--- config.mk ---
export PLATFORM = sky130hd
export DESIGN_NAME = alu_exec_flat
export DESIGN_NICKNAME = d
export VERILOG_FILES = /design/src/rtl/alu_exec_pkg.sv /design/src/rtl/alu_exec_if.sv /design/src/rtl/alu_core.sv /design/src/rtl/alu_exec.sv /design/src/flat_wrapper.sv
export SDC_FILE = /design/constraint.sdc
export NUM_CORES = 1
export LEC_CHECK = 0
export BUFFER_PORTS_ARGS = -buffer_cell sky130_fd_sc_hd__buf_2
export CAP_MARGIN = 20
export CORE_MARGIN = 2
export CORE_UTILIZATION = 50
export DETAILED_ROUTE_END_ITERATION = 7
export GPL_ROUTABILITY_DRIVEN = 0
export HOLD_SLACK_MARGIN = 0.15
export PLACE_DENSITY = 0.73
export SLEW_MARGIN = 25
export SYNTH_ARGS = -nofsm -noshare
export SYNTH_HDL_FRONTEND = slang
export SYNTH_SLANG_ARGS = --single-unit
export TNS_END_PERCENT = 10
--- constraint.sdc ---
create_clock -name clk -period 8.2 [get_ports clk]
set_input_delay 0.82 -clock clk [delete_from_list [all_inputs] [get_ports clk]]
set_output_delay 0.82 -clock clk [all_outputs]
set_load 0.02 [all_outputs]
--- src/rtl/alu_exec_pkg.sv ---
// Shared ALU opcode, operation-type and FSM-state definitions for the execute stage.
// Pure definitions: no latency or backpressure of its own.
package alu_exec_pkg;

    localparam int DATA_W = 32;

    localparam logic [5:0] ALU_ADD  = 6'd1;
    localparam logic [5:0] ALU_SUB  = 6'd2;
    localparam logic [5:0] ALU_SLL  = 6'd3;
    localparam logic [5:0] ALU_SRL  = 6'd4;
    localparam logic [5:0] ALU_SRA  = 6'd5;
    localparam logic [5:0] ALU_SLT  = 6'd6;
    localparam logic [5:0] ALU_SLTU = 6'd7;
    localparam logic [5:0] ALU_XOR  = 6'd8;
    localparam logic [5:0] ALU_OR   = 6'd9;
    localparam logic [5:0] ALU_AND  = 6'd10;
    localparam logic [5:0] ALU_LUI  = 6'd11;
    localparam logic [5:0] ALU_JAL  = 6'd12;
    localparam logic [5:0] ALU_JALR = 6'd13;
    localparam logic [5:0] ALU_BEQ  = 6'd14;
    localparam logic [5:0] ALU_BNE  = 6'd15;
    localparam logic [5:0] ALU_BLT  = 6'd16;
    localparam logic [5:0] ALU_BGE  = 6'd17;
    localparam logic [5:0] ALU_BLTU = 6'd18;
    localparam logic [5:0] ALU_BGEU = 6'd19;
    localparam logic [5:0] ALU_LB   = 6'd20;
    localparam logic [5:0] ALU_LH   = 6'd21;
    localparam logic [5:0] ALU_LW   = 6'd22;
    localparam logic [5:0] ALU_LBU  = 6'd23;
    localparam logic [5:0] ALU_LHU  = 6'd24;
    localparam logic [5:0] ALU_SB   = 6'd25;
    localparam logic [5:0] ALU_SH   = 6'd26;
    localparam logic [5:0] ALU_SW   = 6'd27;

    localparam logic [2:0] OP_TYPE_NONE   = 3'd0;
    localparam logic [2:0] OP_TYPE_ARITH  = 3'd1;
    localparam logic [2:0] OP_TYPE_SHIFT  = 3'd2;
    localparam logic [2:0] OP_TYPE_BRANCH = 3'd3;
    localparam logic [2:0] OP_TYPE_JUMP   = 3'd4;
    localparam logic [2:0] OP_TYPE_MEM    = 3'd5;

    typedef enum logic [1:0] {
        ST_IDLE  = 2'd0,
        ST_SHIFT = 2'd1,
        ST_DONE  = 2'd2
    } state_e;

    typedef struct packed {
        logic [DATA_W-1:0] result;
        logic              br_taken;
        logic [DATA_W-1:0] br_target;
    } alu_res_t;

    function automatic logic [2:0] op_type(input logic [5:0] code);
        case (code)
            ALU_ADD, ALU_SUB, ALU_SLT, ALU_SLTU,
            ALU_XOR, ALU_OR, ALU_AND, ALU_LUI:      op_type = OP_TYPE_ARITH;
            ALU_SLL, ALU_SRL, ALU_SRA:              op_type = OP_TYPE_SHIFT;
            ALU_BEQ, ALU_BNE, ALU_BLT, ALU_BGE,
            ALU_BLTU, ALU_BGEU:                     op_type = OP_TYPE_BRANCH;
            ALU_JAL, ALU_JALR:                      op_type = OP_TYPE_JUMP;
            ALU_LB, ALU_LH, ALU_LW, ALU_LBU, ALU_LHU,
            ALU_SB, ALU_SH, ALU_SW:                 op_type = OP_TYPE_MEM;
            default:                                op_type = OP_TYPE_NONE;
        endcase
    endfunction

endpackage

--- src/rtl/alu_exec_if.sv ---
// Operation-in / result-out bundle between operand select, the execute stage and writeback.
// Valid/ready on both sides; flush travels alongside the request.
interface alu_exec_if;
    import alu_exec_pkg::*;

    logic              in_valid;
    logic              in_ready;
    logic [5:0]        alucode;
    logic [DATA_W-1:0] alu_op1;
    logic [DATA_W-1:0] alu_op2;
    logic [DATA_W-1:0] add_op1;
    logic [DATA_W-1:0] add_op2;
    logic [DATA_W-1:0] pc;
    logic              flush;
    logic              out_valid;
    logic              out_ready;
    logic [DATA_W-1:0] result;
    logic              br_taken;
    logic [DATA_W-1:0] br_target;

    modport master (
        output in_valid, alucode, alu_op1, alu_op2, add_op1, add_op2, pc, flush, out_ready,
        input  in_ready, out_valid, result, br_taken, br_target
    );

    modport slave (
        input  in_valid, alucode, alu_op1, alu_op2, add_op1, add_op2, pc, flush, out_ready,
        output in_ready, out_valid, result, br_taken, br_target
    );

endinterface

--- src/rtl/alu_core.sv ---
// Single-cycle combinational add/sub/compare/logic/branch-target datapath.
// Zero latency, no state, no backpressure.
module alu_core
    import alu_exec_pkg::*;
(
    input  logic [5:0]        alucode_i,
    input  logic [DATA_W-1:0] alu_op1_i,
    input  logic [DATA_W-1:0] alu_op2_i,
    input  logic [DATA_W-1:0] add_op1_i,
    input  logic [DATA_W-1:0] add_op2_i,
    input  logic [DATA_W-1:0] pc_i,
    output alu_res_t          res_o
);

    logic [DATA_W-1:0] sum;
    logic              cmp_eq;
    logic              cmp_lt_s;
    logic              cmp_lt_u;

    assign sum      = alu_op1_i + alu_op2_i;
    assign cmp_eq   = (add_op1_i == add_op2_i);
    assign cmp_lt_s = ($signed(add_op1_i) < $signed(add_op2_i));
    assign cmp_lt_u = (add_op1_i < add_op2_i);

    always_comb begin
        res_o = '0;
        case (op_type(alucode_i))
            OP_TYPE_MEM: res_o.result = sum;
            OP_TYPE_BRANCH: begin
                res_o.br_target = sum;
                case (alucode_i)
                    ALU_BEQ:  res_o.br_taken = cmp_eq;
                    ALU_BNE:  res_o.br_taken = !cmp_eq;
                    ALU_BLT:  res_o.br_taken = cmp_lt_s;
                    ALU_BGE:  res_o.br_taken = !cmp_lt_s;
                    ALU_BLTU: res_o.br_taken = cmp_lt_u;
                    default:  res_o.br_taken = !cmp_lt_u;
                endcase
            end
            default: begin
                case (alucode_i)
                    ALU_ADD:  res_o.result = sum;
                    ALU_SUB:  res_o.result = alu_op1_i - alu_op2_i;
                    // Shift codes only reach here with a zero shift amount.
                    ALU_SLL, ALU_SRL, ALU_SRA: res_o.result = alu_op1_i;
                    ALU_SLT:  res_o.result = {{(DATA_W-1){1'b0}}, ($signed(alu_op1_i) < $signed(alu_op2_i))};
                    ALU_SLTU: res_o.result = {{(DATA_W-1){1'b0}}, (alu_op1_i < alu_op2_i)};
                    ALU_XOR:  res_o.result = alu_op1_i ^ alu_op2_i;
                    ALU_OR:   res_o.result = alu_op1_i | alu_op2_i;
                    ALU_AND:  res_o.result = alu_op1_i & alu_op2_i;
                    ALU_LUI:  res_o.result = alu_op2_i;
                    ALU_JAL: begin
                        res_o.result    = pc_i + 32'd4;
                        res_o.br_taken  = 1'b1;
                        res_o.br_target = sum;
                    end
                    ALU_JALR: begin
                        res_o.result    = pc_i + 32'd4;
                        res_o.br_taken  = 1'b1;
                        res_o.br_target = {sum[DATA_W-1:1], 1'b0};
                    end
                    default: res_o = '0;
                endcase
            end
        endcase
    end

endmodule

--- src/rtl/alu_exec.sv ---
// Execute stage: latches one op, computes it (shifts iterate one bit per cycle) and holds the result.
// Non-shift ops are valid the cycle after accept, shifts shamt cycles later; results hold until out_ready.
module alu_exec
    import alu_exec_pkg::*;
#(
    parameter int XLEN = DATA_W
) (
    input  logic       clk,
    input  logic       rst,
    alu_exec_if.slave  bus
);

    state_e            state_q, state_d;
    alu_res_t          res_q, res_d;
    alu_res_t          core_res;
    logic [XLEN-1:0]   shreg_q, shreg_d;
    logic [XLEN-1:0]   shstep;
    logic [4:0]        cnt_q, cnt_d;
    logic [5:0]        shcode_q, shcode_d;
    logic [4:0]        shamt;
    logic              accept;

    alu_core u_core (
        .alucode_i (bus.alucode),
        .alu_op1_i (bus.alu_op1),
        .alu_op2_i (bus.alu_op2),
        .add_op1_i (bus.add_op1),
        .add_op2_i (bus.add_op2),
        .pc_i      (bus.pc),
        .res_o     (core_res)
    );

    assign shamt        = bus.alu_op2[4:0];
    assign bus.in_ready = (state_q == ST_IDLE) || ((state_q == ST_DONE) && bus.out_ready);
    assign accept       = bus.in_valid && bus.in_ready && !bus.flush;

    assign bus.out_valid = (state_q == ST_DONE);
    assign bus.result    = res_q.result;
    assign bus.br_taken  = res_q.br_taken;
    assign bus.br_target = res_q.br_target;

    always_comb begin
        case (shcode_q)
            ALU_SLL: shstep = {shreg_q[XLEN-2:0], 1'b0};
            ALU_SRA: shstep = {shreg_q[XLEN-1], shreg_q[XLEN-1:1]};
            default: shstep = {1'b0, shreg_q[XLEN-1:1]};
        endcase
    end

    always_comb begin
        state_d  = state_q;
        res_d    = res_q;
        shreg_d  = shreg_q;
        cnt_d    = cnt_q;
        shcode_d = shcode_q;
        case (state_q)
            ST_SHIFT: begin
                shreg_d = shstep;
                cnt_d   = cnt_q - 5'd1;
                if (cnt_q == 5'd1) begin
                    state_d         = ST_DONE;
                    res_d.result    = shstep;
                    res_d.br_taken  = 1'b0;
                    res_d.br_target = '0;
                end
            end
            ST_IDLE, ST_DONE: begin
                if ((state_q == ST_DONE) && bus.out_ready) begin
                    state_d = ST_IDLE;
                end
                if (accept) begin
                    if ((op_type(bus.alucode) == OP_TYPE_SHIFT) && (shamt != 5'd0)) begin
                        state_d  = ST_SHIFT;
                        shreg_d  = bus.alu_op1;
                        cnt_d    = shamt;
                        shcode_d = bus.alucode;
                    end else begin
                        state_d = ST_DONE;
                        res_d   = core_res;
                    end
                end
            end
            default: state_d = ST_IDLE;
        endcase
        // Flush wins over any same-cycle accept or handshake.
        if (bus.flush) begin
            state_d = ST_IDLE;
            cnt_d   = '0;
        end
    end

    always_ff @(posedge clk or posedge rst) begin
        if (rst) begin
            state_q  <= ST_IDLE;
            res_q    <= '0;
            shreg_q  <= '0;
            cnt_q    <= '0;
            shcode_q <= '0;
        end else begin
            state_q  <= state_d;
            res_q    <= res_d;
            shreg_q  <= shreg_d;
            cnt_q    <= cnt_d;
            shcode_q <= shcode_d;
        end
    end

endmodule

--- src/flat_wrapper.sv ---
// flat-port wrapper written by rule: the top's interface ports become plain ports
module alu_exec_flat import alu_exec_pkg::*;
#(
    parameter int XLEN = DATA_W
)
  (clk, rst, bus_in_valid, bus_alucode, bus_alu_op1, bus_alu_op2, bus_add_op1, bus_add_op2, bus_pc, bus_flush, bus_out_ready, bus_in_ready, bus_out_valid, bus_result, bus_br_taken, bus_br_target);
  alu_exec_if bus_i ();
  input  logic clk;
  input  logic rst;
  input wire logic [$bits(bus_i.in_valid)-1:0] bus_in_valid;
  input wire logic [$bits(bus_i.alucode)-1:0] bus_alucode;
  input wire logic [$bits(bus_i.alu_op1)-1:0] bus_alu_op1;
  input wire logic [$bits(bus_i.alu_op2)-1:0] bus_alu_op2;
  input wire logic [$bits(bus_i.add_op1)-1:0] bus_add_op1;
  input wire logic [$bits(bus_i.add_op2)-1:0] bus_add_op2;
  input wire logic [$bits(bus_i.pc)-1:0] bus_pc;
  input wire logic [$bits(bus_i.flush)-1:0] bus_flush;
  input wire logic [$bits(bus_i.out_ready)-1:0] bus_out_ready;
  output wire logic [$bits(bus_i.in_ready)-1:0] bus_in_ready;
  output wire logic [$bits(bus_i.out_valid)-1:0] bus_out_valid;
  output wire logic [$bits(bus_i.result)-1:0] bus_result;
  output wire logic [$bits(bus_i.br_taken)-1:0] bus_br_taken;
  output wire logic [$bits(bus_i.br_target)-1:0] bus_br_target;
  assign bus_i.in_valid = bus_in_valid;
  assign bus_i.alucode = bus_alucode;
  assign bus_i.alu_op1 = bus_alu_op1;
  assign bus_i.alu_op2 = bus_alu_op2;
  assign bus_i.add_op1 = bus_add_op1;
  assign bus_i.add_op2 = bus_add_op2;
  assign bus_i.pc = bus_pc;
  assign bus_i.flush = bus_flush;
  assign bus_i.out_ready = bus_out_ready;
  assign bus_in_ready = bus_i.in_ready;
  assign bus_out_valid = bus_i.out_valid;
  assign bus_result = bus_i.result;
  assign bus_br_taken = bus_i.br_taken;
  assign bus_br_target = bus_i.br_target;
  alu_exec #(.XLEN(XLEN)) u_core (.clk(clk), .rst(rst), .bus(bus_i));
endmodule
* Word level (Yosys, flattened, before mapping)
Memories as Yosys holds them, arrays and structs flattened. Cells that the tools add are included.
Operators by class: multiplexer cells 27, bitwise logic cells 3, magnitude comparators 4, reduce and logical (&&, ||, !) cells 21, add/sub/neg operators 4, eq/ne operators 35
Operators by type and width (count):
- $pmux W32 S10 | 1
- $mux W65 | 3
- $pmux W32 S2 | 3
- $pmux W33 S2 | 2
- $pmux W65 S2 | 1
- $lt A32 B32 Y1 | 4
- $mux W32 | 2
- $eq A6 B4 Y1 const B | 8
- $add A32 B3 Y32 const B | 1
- $add A32 B32 Y32 | 1
- $and A32 B32 Y32 | 1
- $eq A32 B32 Y1 | 1
- $or A32 B32 Y32 | 1
- $sub A32 B32 Y32 | 1
- $xor A32 B32 Y32 | 1
- $eq A6 B3 Y1 const B | 5
- $eq A6 B2 Y1 const B | 3
- $eq A6 B5 Y1 const B | 3
- $mux W5 | 3
- $mux W3 | 4
- $mux W2 | 5
- $pmux W5 S2 | 1
- $reduce_and A3 Y1 | 3
- $eq A3 B2 Y1 const B | 2
- other kinds (24) | 34
Storage, ports and cells: memories 2, register bits after elaboration 110, bits in read-only memories 192
Memories:
- (name not given) | words 32, bits a word 3, rd ports 1, clocked after Yosys merged registers in 0, wr ports 0, line alu_exec_pkg.sv:55 | case (code)
- (name not given) | words 32, bits a word 3, rd ports 1, clocked after Yosys merged registers in 0, wr ports 0, line alu_exec_pkg.sv:55

* Longest topological paths before layout
Gate-level depths: netlist (run 1).
depth in word-level cells 13, depth in mapped cells 13, depth with buffers taken out 13

* By module
A second synthesis (run 1) with hierarchy kept.
Unflattened totals: cells, all modules 1669, area total of the unflattened synthesis 13277.7 um2
By module, submodules not included:
- alu_core | seq. area each 0.0 um2, area an instance 7669.9 um2, cells an instance 1154, times used 1
- alu_exec | seq. area each 2752.6 um2, area an instance 5607.9 um2, cells an instance 515, times used 1

* Least setup slack after synthesis (run 1)
Ideal clock, no wire load.
path kind input port to flip-flop, start point input port bus_alu_op1[0], end point register u_core.res_q (netlist bit u_core.bus.result[0]), stages 13, arrival time 3.392 ns, path slack 4.742 ns, library setup time 0.065 ns, buffers on the path 0, cell sequence inv_1 > ha_1 > inv_1 > fa_1 > nor2b_1 > o211ai_1 > nand3_1 > a311oi_2 > o41a_4 > a2bb2oi_1 > a221o_1 > a2111oi_0 > o21a_1
Between the ends: cells in the longest elaborated chain, start to end 6, elaborated cells between the ends (all ways) 12, those cells by class add/sub: 2; order compare: 2; mux: 5; bitwise: 3
RTL lines:
- from (decl) | line flat_wrapper.sv:12 | input wire logic [$bits(bus_i.alu_op1)-1:0] bus_alu_op1;
- $sub A32 B32 Y32 (tied with other cells) | line alu_core.sv:43 | ALU_SUB: res_o.result = alu_op1_i - alu_op2_i;
- $pmux W32 S10 | line alu_core.sv:41 | case (alucode_i)
- $pmux W32 S2 * | line alu_core.sv:27 | case (op_type(alucode_i))
- $mux W65 * | line alu_exec.sv:72 | if ((op_type(bus.alucode) == OP_TYPE_SHIFT) && (shamt != 5'd0)) begin
- $mux W65 * | line alu_exec.sv:71 | if (accept) begin
- $pmux W65 S2 * | line alu_exec.sv:56 | case (state_q)
- to (signal assigned) | line alu_exec.sv:101 | res_q <= res_d;
- to (decl) | line alu_exec.sv:14 | alu_res_t res_q, res_d;
Every way passes the cells marked *; elsewhere a longest branch is shown, timed or not. The select of a mux whose other input is x is not followed. A chain may end at the register's enable or synchronous reset.

* Worst setup path after layout (run 1)
start point input port bus_alucode[1], end point register u_core.res_q (netlist bit u_core.bus.result[27])
Between the ends: cells in the longest elaborated chain, start to end 8, elaborated cells between the ends (all ways) 32, those cells by class eq/ne: 17; mux: 9; reduce/logical: 4; memory: 2
RTL lines:
- from (decl) | line flat_wrapper.sv:11 | input wire logic [$bits(bus_i.alucode)-1:0] bus_alucode;
- $mem_v2 Z32 W3
- $mux W3 | line alu_exec_pkg.sv:55
- $mux W3 | line alu_exec.sv:71
- $mux W3 | line alu_exec.sv:56
- $eq A3 B2 Y1 | line alu_exec.sv:72
- $logic_and A1 B1 Y1 | line alu_exec.sv:72
- $ne A2 B2 Y1 (no line)
- $reduce_and A4 Y1 (no line)
Several ways; a longest one is shown, not always the timed one. The select of a mux whose other input is x is not followed.

==> results of run 1 <==
[how the worst max path moves through the flow]
| stage | end | slack (ns) |
|---|---|---|
| 2_1_floorplan | u_core.bus.br_taken | 4.48 |
| 3_3_place_gp | u_core.bus.result[18] | 3.88 |
| 3_5_place_dp | u_core.bus.result[27] | 3.73 |
| 4_1_cts | u_core.bus.result[27] | 4.10 |
| 5_1_grt | u_core.bus.result[27] | 3.77 |
| 6_report | u_core.bus.result[27] | 3.94 |
[placed cells by master, fill, tap and decap left out, types with 17 or more instances in the layout]
cell type / count
a221oi_1: 35
a22o_1: 25
nand2_1: 179
xnor2_1: 57
o21ai_0: 118
a21oi_1: 122
nor2_1: 107
dfrtp_1: 110
mux2i_1: 35
buf_2: 237
nand3_1: 31
nor3_1: 33
o211ai_1: 29
inv_1: 144
nand4_1: 21
ha_1: 143
xor2_1: 17
a22oi_1: 27
[area by class of cell]
cell class                      count  area [µm²]
Clock buffer                        9         225
Clock inverter                      7        95.1
Inverter                          145         547
Sequential cell                   110        2750
Tap cell                          330         413
Timing Repair Buffer              253        1330
Multi-Input combinational cell   1265        8900
Antenna cell                        1        2.50
Fill cell                        2376       10700
[metrics by stage]
stage	setup slack [ns]	power (mW)	hold WS, ns	area (µm²)	instances
floorplan	4.48	1.21	0.442	12600	1620
global placement	3.88	1.45	0.462	13900	2102
detailed placement	3.73	1.46	0.471	13900	2102
CTS	4.10	1.95	0.488	14200	2118
global route	3.77	2.07	0.503	14300	2119
finish	3.94	1.97	0.482	14300	2120
[metal layers]
| metal | wire (µm) | track usage, % | part of all wire [%] | vias up |
|---|---|---|---|---|
| li1 | - | - | - | 6213 |
| met2 | 20100 | 52.9 | 43 | 976 |
| met4 | 2240 | 15.9 | 4.8 | 0 |
| met3 | 5700 | 7.10 | 12 | 161 |
| met5 | 0 | 0 | 0 | - |
| met1 | 18700 | 45.7 | 40 | 6466 |
[logic make-up (layout without fill, tap and decap cells)]
kind of cell | count (synthesis) | after routing | synth area share (%)
XOR/XNOR | 74 | 74 | 5.14
multiplexers | 43 | 43 | 3.49
AND/OR/NAND/NOR | 469 | 469 | 17.7
AO/OA/AOI/OAI | 534 | 534 | 29.5
buffers and inverters | 245 | 414 | 7.89
flip-flops | 110 | 110 | 21.8
other | 0 | 1 | 0
adder cells (fa/ha/maj) | 145 | 145 | 14.5
[registers in the layout, indices dropped and copies added (netlist names)]
register	cells
u_core.state_q	2
u_core.bus.br_target	32
u_core.shreg_q	32
u_core.bus.result	32
u_core.shcode_q	6
u_core.cnt_q	5
u_core.bus.br_taken	1
[tightest hold or removal path: stages, from the launching register on]
cell	delay, ns
dfrtp_1	0.34
nand2_1	0.05
o21ai_0	0.06
[power breakdown]
part	switching, mW	internal (mW)
combinational	0.480	0.295
clock	0.244	0.248
sequential	0.0775	0.629
total	0.802	1.17
==> flow_summary.json, run 1 <==
{
  "clock_insertion_delay_worst_skew_ns": 0.37,
  "critical_path_class": "primary input to register",
  "min_delay_worst_endpoint": "u_core.bus.br_target[29]",
  "gr-total-overflow": 0,
  "num_rows": 58,
  "critPathTopFamily": "compound AO/OA/AOI/OAI gates",
  "holdCritPathClass": "register to register",
  "hold-path-cell-count": 2,
  "fp.dieArea_mm2": 0.0265,
  "post_synth_inst_count": 1620,
  "synth-seq-area-share_pct": 21.8,
  "syn_nets": 1936,
  "cts_root_buf": "clkbuf_16",
  "floorplan.initialDensity_pct": 50.5,
  "port_buffers": 237,
  "syn-mean-instance-area_um2": 7.79,
  "yosysTopAreaCellShare_pct": 21.8,
  "utilization_pct": 57.1,
  "yosys_warnings": 0,
  "grt_usage_pct": 34.2,
  "ir_worst_vdd_v": 0.000100,
  "detail_route.vias_per_cell": 6.52,
  "area.growth.synth_to_final_pct": 13.0,
  "tightestPinTransition_ns": 1.07,
  "tritoncts": "done",
  "fin_skew_ns": 0.0163,
  "timing.critical_path.fanout_max": 59,
  "ant_nets": 0,
  "finalNetCount": 2100,
  "yosys.cell_count.top_type": "nand2_1",
  "min_from": "u_core.bus.br_target[29]",
  "crit_path_start": "bus_alucode[1]",
  "cts-root-to-sink-buffers": 2,
  "synth.cells.most_frequent": "nand2_1, inv_1, ha_1",
  "critPathSlowestCell": "o21bai_4",
  "setup_violations": 0,
  "worst_slew_margin_rel_pct": 27.9,
  "finalWorstPathRequiredPeriod_ns": 4.26,
  "drt_iter0_markers": 1746,
  "yosys-top-cells-area": "dfrtp_1, ha_1, nand2_1, a21oi_1, o21ai_0",
  "fp.dieH_um": 163,
  "cap_violations": 0,
  "setup_repair_after_global_routing_missed_its_margin": "no",
  "r2r_end": "u_core.bus.result[27]",
  "final_max_slew_violation_count": 0,
  "cts-buffers-inserted": 9,
  "critical_path.startpoint_type": "primary input",
  "critPathCaptureType": "register",
  "antenna_found_initial": 1,
  "clk_pin_slew_worst_paths_ns": 0.08,
  "max_stage_delay_ns": 0.67,
  "worst-path-buf-inv": 3,
  "drc_violations_left": 0,
  "x_dimension_of_the_die_um": 163,
  "ctsHtreeMaxLevel": 3,
  "post_synth_num_cell_types": 99,
  "wirelength_um": 46800,
  "final-hold-violation-count": 0,
  "cts_setup_buffers": 0,
  "worstPathCellList": "buf_2, inv_1, ha_1, or3_1, a31o_1, a311oi_2, a21boi_2, nor2_2, o21bai_4, buf_4, nor3_1, a221oi_1, o211ai_1",
  "timing.final.crit_share_pct": 52.0,
  "mappedNetlistArea_mm2": 0.0126,
  "synth-edff-count": 0,
  "yosys.area.top_type": "dfrtp_1",
  "drive_gt1_share_pct": 17.7,
  "async_flop_share_pct": 100,
  "via_total_after_detailed_routing": 13816,
  "outcome": "completed",
  "first_global_vias": 12954,
  "ratio_of_total_power_to_cell_area_mw_per_mm2": 138,
  "gates_resized_cts_repair": 0,
  "synth.ff_latch_count": 110,
  "hpwlAfterDp_um": 34600,
  "clock.fmax_mhz": 235,
  "top_level_ports": 238,
  "cp.depth": 13,
  "rr_startpoint": "u_core.state_q[0]",
  "power.leakage_nw": 6.93,
  "core_area_mm2": 0.0250,
  "r2r_slack_ns": 4.76,
  "reg2regPathDepth": 9,
  "cts_sink_count": 110,
  "timing.setup.tns_ns": 0,
  "detailedRoute.firstPassIterationCount": 6,
  "cp_data_required_time_ns": 8.43,
  "synthFlopType": "dfrtp_1",
  "cts.hold.buffers_added": 0,
  "pin_count_of_the_biggest_net_entering_global_routing": 60,
  "route.detailed.wl_per_inst_um": 22.1,
  "grt_first_pass_wirelength_um": 70700,
  "cp.arrival_ns": 4.49
}
No activity file was read; power rests on OpenSTA's default activity.
==> run 2: changes to the inputs <==
clock period = 4.3 ns   (was 8.2 ns; I/O delays follow)
==> run 2 against run 1 <==
Flip-flop and latch count unchanged. Cell count is 0.57% higher. Utilization up 0.19 points. Critical path depth increased by 1. Combinational power rose by 92%. Sequential power grew 92%. Worst setup slack lost 3.0 ns. Register-to-register slack worse by 3.3 ns. Via count down 0.46%. Clock power rose by 78%. Critical path type unchanged. Largest cell class unchanged.
==> flow_summary.json, run 2 (synthesis results as in run 1) <==
{
  "min_from": "bus_flush",
  "grt.busiest_layer": "met2",
  "finalWorstPathRequiredPeriod_ns": 3.37,
  "clk_pin_slew_worst_paths_ns": 0.09,
  "insertedDiodeCount": 0,
  "layout.cells.most_common_list": "buf_2, nand2_1, inv_1",
  "worst_slew_margin_rel_pct": 29.3,
  "detailedRoute.firstPassIterationCount": 8,
  "first_global_vias": 13011,
  "critPathCaptureType": "register",
  "antenna_found_initial": 0,
  "route.detailed.wl_per_inst_um": 22.0,
  "timing.final.crit_share_pct": 78.4,
  "pin_count_of_the_biggest_net_entering_global_routing": 54,
  "grt_first_pass_wirelength_um": 72000,
  "clock_insertion_delay_worst_skew_ns": 0.38,
  "cts_sink_count": 110,
  "timing.setup.tns_ns": 0,
  "fin_skew_ns": 0.0145,
  "clock.fmax_mhz": 296,
  "drc_violations_left": 0,
  "outcome": "completed",
  "fp.dieArea_mm2": 0.0265,
  "grt.met3_usage_pct": 6.75,
  "detail_route.vias_per_cell": 6.45,
  "finalNetCount": 2113,
  "holdCritPathClass": "primary input to register",
  "x_dimension_of_the_die_um": 163,
  "cp.arrival_ns": 3.70,
  "setup_violations": 0,
  "reg2regPathDepth": 7,
  "floorplan.initialDensity_pct": 50.5,
  "final_max_slew_violation_count": 0,
  "critical_path_class": "primary input to register",
  "wirelength_um": 46900,
  "hpwlAfterDp_um": 35200,
  "drt_iter0_markers": 1968,
  "cts_setup_buffers": 0,
  "met2_global_route_usage_pct": 53.8,
  "grt_usage_pct": 34.7,
  "globalRouteMet1Util_pct": 46.6,
  "ir_worst_vdd_v": 0.000160,
  "cts_root_buf": "clkbuf_16",
  "area.growth.synth_to_final_pct": 13.4,
  "cts-root-to-sink-buffers": 2,
  "cts-buffers-inserted": 9,
  "rr_startpoint": "u_core.state_q[1]",
  "gates_resized_cts_repair": 0,
  "ratio_of_total_power_to_cell_area_mw_per_mm2": 261,
  "timing.critical_path.fanout_max": 4,
  "tightestPinTransition_ns": 1.06,
  "ant_nets": 0,
  "tritoncts": "done",
  "min_delay_worst_endpoint": "u_core.cnt_q[4]",
  "via_total_after_detailed_routing": 13752,
  "final-hold-violation-count": 0,
  "drive_gt1_share_pct": 18.2,
  "core_area_mm2": 0.0250,
  "fp.dieH_um": 163,
  "critical_path.startpoint_type": "primary input",
  "port_buffers": 237,
  "top_level_ports": 238,
  "finalHoldWorstSlack_ns": 0.352,
  "num_rows": 58,
  "r2r_slack_ns": 1.46,
  "r2r_end": "u_core.bus.result[26]",
  "hold-path-cell-count": 2,
  "power.leakage_nw": 6.96,
  "ctsHtreeMaxLevel": 3,
  "cp_data_required_time_ns": 4.62,
  "layout_commonest_cell": "buf_2",
  "setup_repair_after_global_routing_missed_its_margin": "no",
  "cap_violations": 0,
  "gr-total-overflow": 0
}
[run 2: critical path, stage by stage]
cell and delay [ns]:
buf_2 0.12, inv_1 0.09, ha_1 0.20, inv_1 0.07, fa_1 0.42, nor2b_1 0.17, o211ai_1 0.29, nand3_1 0.19
a311oi_2 0.46, o41a_4 0.24, a2bb2oi_1 0.12, a221o_1 0.34, a2111oi_0 0.40, o21a_1 0.18
[run 2: repair_timing]
action / in CTS / in global routing
endpoints found under the setup margin: 0 / 0
endpoints found under the hold margin: 31 / 0
hold buffers: 1 / 0
[run 2: metrics by stage]
step | area (µm²) | setup slack [ns] | cells | power, mW | util (%)
2_1_floorplan | 12600 | 0.968 | 1620 | 2.32 | -
3_3_place_gp | 14000 | 0.746 | 2115 | 2.79 | 56.1
3_5_place_dp | 14000 | 0.622 | 2115 | 2.82 | 56.1
4_1_cts | 14300 | 1.01 | 2132 | 3.69 | 57.3
5_1_grt | 14300 | 0.649 | 2132 | 3.92 | 57.3
6_report | 14300 | 0.927 | 2132 | 3.73 | 57.3
[run 2: final cells by class]
class | count | area (µm²)
fill | 2337 | 10700
multi-input combinational | 1265 | 8890
sequential | 110 | 2750
timing repair buffer | 266 | 1420
inverter | 145 | 547
tap | 330 | 413
clock buffer | 9 | 225
clock inverter | 7 | 58.8
[run 2: report_power, final]
| part | total, mW | internal [mW] | leakage [nW] | switching, mW |
|---|---|---|---|---|
| combinational | 1.49 | 0.567 | 5.37 | 0.925 |
| clock | 0.877 | 0.404 | 0.131 | 0.474 |
| sequential | 1.36 | 1.20 | 1.45 | 0.159 |
[run 2: layer usage]
| metal | up-vias | part of all wire (%) |
|---|---|---|
| li1 | 6237 | - |
| met1 | 6450 | 41 |
| met2 | 908 | 44 |
| met3 | 157 | 11 |
| met4 | 0 | 4.4 |
| met5 | - | 0 |
[run 2: worst max-delay path by stage]
stage | to | startpoint | slack, ns | depth (start not counted)
4_1_cts | u_core.bus.result[0] | bus_alu_op1[0] | 1.01 | 14
3_5_place_dp | u_core.bus.result[0] | bus_alu_op1[0] | 0.62 | 14
5_1_grt | u_core.bus.result[0] | bus_alu_op1[0] | 0.65 | 14
6_report | u_core.bus.result[0] | bus_alu_op1[0] | 0.93 | 14
2_1_floorplan | u_core.bus.br_taken | rst | 0.97 | 1
3_3_place_gp | u_core.bus.result[0] | bus_alu_op1[0] | 0.75 | 14
